## src/rtl/mult_div_unit.sv

```systemverilog
// Iterative 32-bit multiply/divide unit with HI/LO registers.
// Shift-add multiply or restoring divide, 32 iterations plus a sign-fix cycle.
module mult_div_unit (
  input  logic        clk,
  input  logic        rst,
  input  logic        start,
  input  logic [1:0]  op,
  input  logic [31:0] a,
  input  logic [31:0] b,
  input  logic        hi_we,
  input  logic        lo_we,
  input  logic [31:0] wdata,
  output logic        busy,
  output logic        done,
  output logic        div_by_zero,
  output logic [31:0] hi,
  output logic [31:0] lo
);
  typedef enum logic [1:0] {IDLE, CALC, FIX} state_t;

  state_t      state;
  logic [1:0]  opReg;
  logic        signA, signB;
  logic [31:0] magA, magB;
  logic [31:0] upper, lower;   // {P,Q} for multiply, {R,Q} for divide
  logic [5:0]  cnt;

  logic        isDiv, isSigned, negProd, negRem;
  logic [31:0] absA, absB;
  logic [32:0] mulSum, divShift;
  logic        divGe;
  logic [31:0] divDiff, quot, remd, rawA;
  logic [63:0] prod, prodFix;

  always_comb begin
    isDiv    = opReg[1];
    isSigned = opReg[0];
    absA     = (op[0] && a[31]) ? -a : a;
    absB     = (op[0] && b[31]) ? -b : b;
    mulSum   = {1'b0, upper} + (lower[0] ? {1'b0, magA} : 33'd0);
    divShift = {upper, lower[31]};
    divGe    = divShift >= {1'b0, magB};
    // Remainder after a successful subtract is below magB, so 32 bits suffice.
    divDiff  = divShift[31:0] - magB;
    negProd  = isSigned && (signA ^ signB);
    negRem   = isSigned && signA;
    prod     = {upper, lower};
    prodFix  = negProd ? -prod : prod;
    quot     = negProd ? -lower : lower;
    remd     = negRem ? -upper : upper;
    rawA     = negRem ? -magA : magA;
  end

  always_ff @(posedge clk) begin
    if (rst) begin
      state       <= IDLE;
      opReg       <= 2'd0;
      signA       <= 1'b0;
      signB       <= 1'b0;
      magA        <= 32'd0;
      magB        <= 32'd0;
      upper       <= 32'd0;
      lower       <= 32'd0;
      cnt         <= 6'd0;
      busy        <= 1'b0;
      done        <= 1'b0;
      div_by_zero <= 1'b0;
      hi          <= 32'd0;
      lo          <= 32'd0;
    end else begin
      done <= 1'b0;
      case (state)
        IDLE: begin
          if (start) begin
            opReg       <= op;
            signA       <= a[31];
            signB       <= b[31];
            magA        <= absA;
            magB        <= absB;
            upper       <= 32'd0;
            lower       <= op[1] ? absA : absB;
            cnt         <= 6'd0;
            busy        <= 1'b1;
            div_by_zero <= 1'b0;
            state       <= CALC;
          end else begin
            if (hi_we) hi <= wdata;
            if (lo_we) lo <= wdata;
          end
        end
        CALC: begin
          if (isDiv) begin
            upper <= divGe ? divDiff : divShift[31:0];
            lower <= {lower[30:0], divGe};
          end else begin
            upper <= mulSum[32:1];
            lower <= {mulSum[0], lower[31:1]};
          end
          cnt <= cnt + 6'd1;
          if (cnt == 6'd31) state <= FIX;
        end
        FIX: begin
          if (isDiv && magB == 32'd0) begin
            hi          <= rawA;
            lo          <= 32'hFFFF_FFFF;
            div_by_zero <= 1'b1;
          end else if (isDiv) begin
            hi <= remd;
            lo <= quot;
          end else begin
            hi <= prodFix[63:32];
            lo <= prodFix[31:0];
          end
          busy  <= 1'b0;
          done  <= 1'b1;
          state <= IDLE;
        end
        default: state <= IDLE;
      endcase
    end
  end
endmodule

```

## config.mk

```make
export PLATFORM = sky130hd
export DESIGN_NAME = mult_div_unit
export DESIGN_NICKNAME = d
export VERILOG_FILES = /design/src/rtl/mult_div_unit.sv
export SDC_FILE = /design/constraint.sdc
export NUM_CORES = 1
export LEC_CHECK = 0
export CORE_AREA = 3 3 207 209
export DETAILED_ROUTE_END_ITERATION = 6
export DIE_AREA = 0 0 210 212
export HOLD_SLACK_MARGIN = 0.12
export PLACE_DENSITY = 0.55
export REMOVE_ABC_BUFFERS = 1
export SLEW_MARGIN = 20
export SYNTH_ARGS = -nofsm -noshare
export SYNTH_HDL_FRONTEND = slang
export SYNTH_SLANG_ARGS = --single-unit
```

## constraint.sdc

```tcl
create_clock -name clk -period 3.7 [get_ports clk]
set_input_delay 0.74 -clock clk [delete_from_list [all_inputs] [get_ports clk]]
set_output_delay 0.74 -clock clk [all_outputs]
set_load 0.1 [all_outputs]
```

==> flow_metrics.env, run 1 <==
export IMPL_cts_sinks=207
export IMPL_seq_area_um2=4150
export IMPL_fp_dieH_um=212
export IMPL_firstDrtPassIters=6
export IMPL_layout_min_cycle_time_ns=3.40
export IMPL_synthSimpleGateAreaFrac_pct=21.1
export IMPL_layout_setup_ws_ns=0.305
export IMPL_met2_usage_pct=48.1
export IMPL_cp_arrival_ns=3.90
export IMPL_grt_use_met3_pct=7.51
export IMPL_hold_viol=0
export IMPL_hpwl_mm=56.1
export IMPL_clock_latency_ns=0.57
export IMPL_ys_seq_area_share_pct=25.3
export IMPL_die_w_um=210
export IMPL_r2r_end="upper[30]$_SDFFE_PP0P_"
export IMPL_syn_area_per_cell_um2=7.37
export IMPL_synthXorXnorAreaFrac_pct=11.0
export IMPL_cp_max_fo=20
export IMPL_gp_congestion=1.01
export IMPL_grt_ovfl_total=0
export IMPL_antenna_found_initial=2
export IMPL_synthArstFlopShare_pct=0
export IMPL_critPathSlowestCell="dfxtp_1"
export IMPL_grt_pass1_vias=17000
export IMPL_synth_cell_types=74
export IMPL_grt_setup_unrepaired="false"
export IMPL_multiInputGateArea_um2=11400
export IMPL_hold_buffers=0
export IMPL_status="finished, final reports clean"
export IMPL_hold_class="reg2reg"
export IMPL_clock_fmax_mhz=295
export IMPL_clkTransAtPathRegs_ns=0.06
export IMPL_globalRoute_busiestLayer="met2"
export IMPL_ant_nets=0
export IMPL_period_share_pct=91.8
export IMPL_worst_pin_slew_ns=1.03
export IMPL_crit_path_max_incr_delay_ns=0.44
export IMPL_final_max_slew_viol_count=0
export IMPL_syn_area_um2=16400
export IMPL_cap_violations=0
export IMPL_whs_path_depth=2
export IMPL_syn_to_final_growth_pct=22.5
export IMPL_nNetsFinal=2575
export IMPL_synthAdderAreaFrac_pct=5.60
export IMPL_required_ns=4.20
export IMPL_post_drt_wl_per_cell_um=23.7
export IMPL_core_area_um2=41000
export IMPL_peakVddDrop_uv=274
export IMPL_vias=17800
export IMPL_top_level_ports=170
export IMPL_crit_path_end="upper[30]$_SDFFE_PP0P_"
export IMPL_vias_per_cell=6.03
export IMPL_pre_cts_slack_ns=-0.0330
export IMPL_dieArea_um2=44500
export IMPL_cts_resized=0
export IMPL_cts_buffer_depth=3
export IMPL_cp_startpoint="lower[0]$_SDFFE_PP0P_"
export IMPL_synth_seq_cells=207
export IMPL_synth_compound_area_share_pct=28.1
export IMPL_setup_viol=0
export IMPL_clock_skew_ns=0.0129
export IMPL_p_total_mw=7.43
export IMPL_worstPathCellList="buf_4, buf_4, and2_1, ha_1, a211oi_1, o211ai_1, a211oi_1, o21bai_1, a31oi_1, o21ai_0, a311oi_1, o21ai_0, a31oi_1"
export IMPL_grt_util_met1_pct=40.2
export IMPL_r2r_worst_path_cells=13
export IMPL_grt_pass1_wl_mm=104
export IMPL_synthCells=2221
export IMPL_slew_headroom_pct=31.3
export IMPL_port_buffer_count=169
export IMPL_cts_htree_levels=1
export IMPL_power_leakage_nw=7.94
export IMPL_synth_main_ff_cell="dfxtp_1"
export IMPL_timing_rr_start="lower[0]$_SDFFE_PP0P_"
export IMPL_placementRows=74
export IMPL_cts_tree="done"
export IMPL_grt_max_degree=142
export IMPL_start_util_pct=39.9
export IMPL_synth_top_family_by_area="compound AO/OA/AOI/OAI gates"
export IMPL_drc=0
export IMPL_postCtsSetupRepairBufs=0
export IMPL_critical_path_class="reg2reg"
export IMPL_synth_edf_count=0
export IMPL_end_kind="flop"
export IMPL_start_kind="flop"
export IMPL_drive_gt1_share_pct=8.56
export IMPL_r2r_slack_ns=0.30
export IMPL_p_per_area_nw_per_um2=371
export IMPL_cts_root_buffer="clkbuf_16"
export IMPL_drt_iter0_markers=1808
export IMPL_yosysWarnings=0
export IMPL_cts_buffers_inserted=25
export IMPL_routed_wl_mm=69.9
export IMPL_synth_area_mux_share_pct=3.70
export IMPL_grt_total_usage_pct=30.3
export IMPL_nFillCells=4213
==> Yosys cell counts (all sizes together) (4+ instances only) <==
cell	n	area, um^2
o21a	10	75.1
o21bai	9	67.6
a31oi	36	225
nor2b	9	56.3
nor3	70	362
a21o	34	255
o211ai	18	135
mux2i	56	561
or2	6	37.5
or4	16	124
nand2	173	652
a311oi	9	78.8
a22oi	18	135
a211oi	123	923
nor4	32	225
o21ai	133	666
and2	44	275
nand2b	15	93.8
a221o	6	60.1
a21oi	217	1090
a221oi	15	131
xor2	102	893
mux2	4	45.0
buf	18	85.1
o221ai	14	123
o31ai	19	143
xnor2	103	902
nor2	274	1030
nand3	32	160
o31a	5	45.0
ha	70	876
nand4	22	138
o22ai	13	81.3
inv	72	270
and3	15	93.8
or3	13	81.3
o41ai	13	121
dfxtp	207	4140
clkbuf	131	492
==> layout make-up <==
class                      count  area share (%)
antenna                        1          0.0125
multi-input combinational   1791            56.9
sequential                   207            20.7
tap                          532            3.32
timing repair buffer         301            13.6
inverter                      74            1.39
clock buffer                  38            3.81
clock inverter                 6           0.262
==> worst min path at each step <==
stage | startpoint | end | slack (ns)
2_1_floorplan | signB$_SDFFE_PP0P_ | signB$_SDFFE_PP0P_ | 0.44
3_3_place_gp | lo[0]$_SDFFE_PP0P_ | lo[0]$_SDFFE_PP0P_ | 0.45
3_5_place_dp | lo[11]$_SDFFE_PP0P_ | lo[11]$_SDFFE_PP0P_ | 0.45
4_1_cts | lo[20]$_SDFFE_PP0P_ | lo[20]$_SDFFE_PP0P_ | 0.46
5_1_grt | lo[16]$_SDFFE_PP0P_ | lo[16]$_SDFFE_PP0P_ | 0.47
6_report | lo[11]$_SDFFE_PP0P_ | lo[11]$_SDFFE_PP0P_ | 0.46
==> cell families (layout without fill, tap and decap cells) <==
group / count (synthesis) / after routing
adder cells (fa/ha/maj): 72 / 72
buffers and inverters: 223 / 419
AO/OA/AOI/OAI: 719 / 719
flip-flops: 207 / 207
multiplexers: 60 / 60
XOR/XNOR: 205 / 205
other: 0 / 1
AND/OR/NAND/NOR: 735 / 735
==> through the flow <==
step | TNS [ns] | area [um^2] | cells | utilization (%) | hold slack [ns]
2_1_floorplan | -251.39 | 15800 | 2072 | - | 0.442
3_3_place_gp | 0 | 19200 | 2905 | 46.9 | 0.447
3_5_place_dp | -0.0427 | 19200 | 2905 | 46.9 | 0.449
4_1_cts | 0 | 20000 | 2949 | 48.9 | 0.460
5_1_grt | 0 | 20000 | 2949 | 48.9 | 0.472
6_report | 0 | 20000 | 2950 | 48.9 | 0.459
==> cell usage in the layout (no fill, tap or decap), types with 36 or more instances in the layout <==
cell type | Yosys | final
a211oi_1 | 123 | 123
a21oi_1 | 217 | 216
a31oi_1 | 36 | 36
and2_1 | 43 | 43
buf_4 | 1 | 129
clkdlybuf4s50_1 | 0 | 167
dfxtp_1 | 207 | 206
ha_1 | 70 | 70
inv_1 | 72 | 72
mux2i_1 | 56 | 56
nand2_1 | 172 | 172
nor2_1 | 274 | 272
nor3_1 | 69 | 69
o21ai_0 | 130 | 128
xnor2_1 | 103 | 103
xor2_1 | 102 | 102
==> critical path: cells and delay by family (launching register included) <==
| kind | cells | cell delay (ns) |
|---|---|---|
| fa+ha+maj | 1 | 0.34 |
| flops | 1 | 0.44 |
| compound gates | 9 | 1.99 |
| buf+inv | 2 | 0.39 |
| simple gates | 1 | 0.15 |
==> where the power goes <==
group | internal [mW] | switching, mW
Combinational | 0.824 | 1.53
Sequential | 2.38 | 0.201
Clock | 1.43 | 1.07
==> metal layers <==
metal | share of wire [%] | routed length (um)
met3 | 9.0 | 6290
met1 | 43 | 30200
met4 | 3.7 | 2600
met2 | 44 | 30900
met5 | 0 | 0
==> state kept, by name (all words and copies together), names as in the netlist <==
name / cells
busy: 1
cnt: 6
div_by_zero: 1
done: 1
hi: 32
lo: 32
lower: 32
magA: 32
magB: 32
opReg: 2
signA: 1
signB: 1
state: 2
upper: 32
(Power assumes the default switching activity.)
==> run 2, diff against run 1 <==
==> constraint.sdc (replaced) <==
create_clock -name clk -period 3.7 [get_ports clk]
set_input_delay 0.74 -clock clk [delete_from_list [all_inputs] [get_ports clk]]
set_output_delay 0.74 -clock clk [all_outputs]
set_load 0.01 [all_outputs]
==> results of run 2 <==
Same layout as run 1 (identical final DEF). Status: finished, final reports clean.
Among the figures that moved: total power 7.43 mW -> 7.17 mW
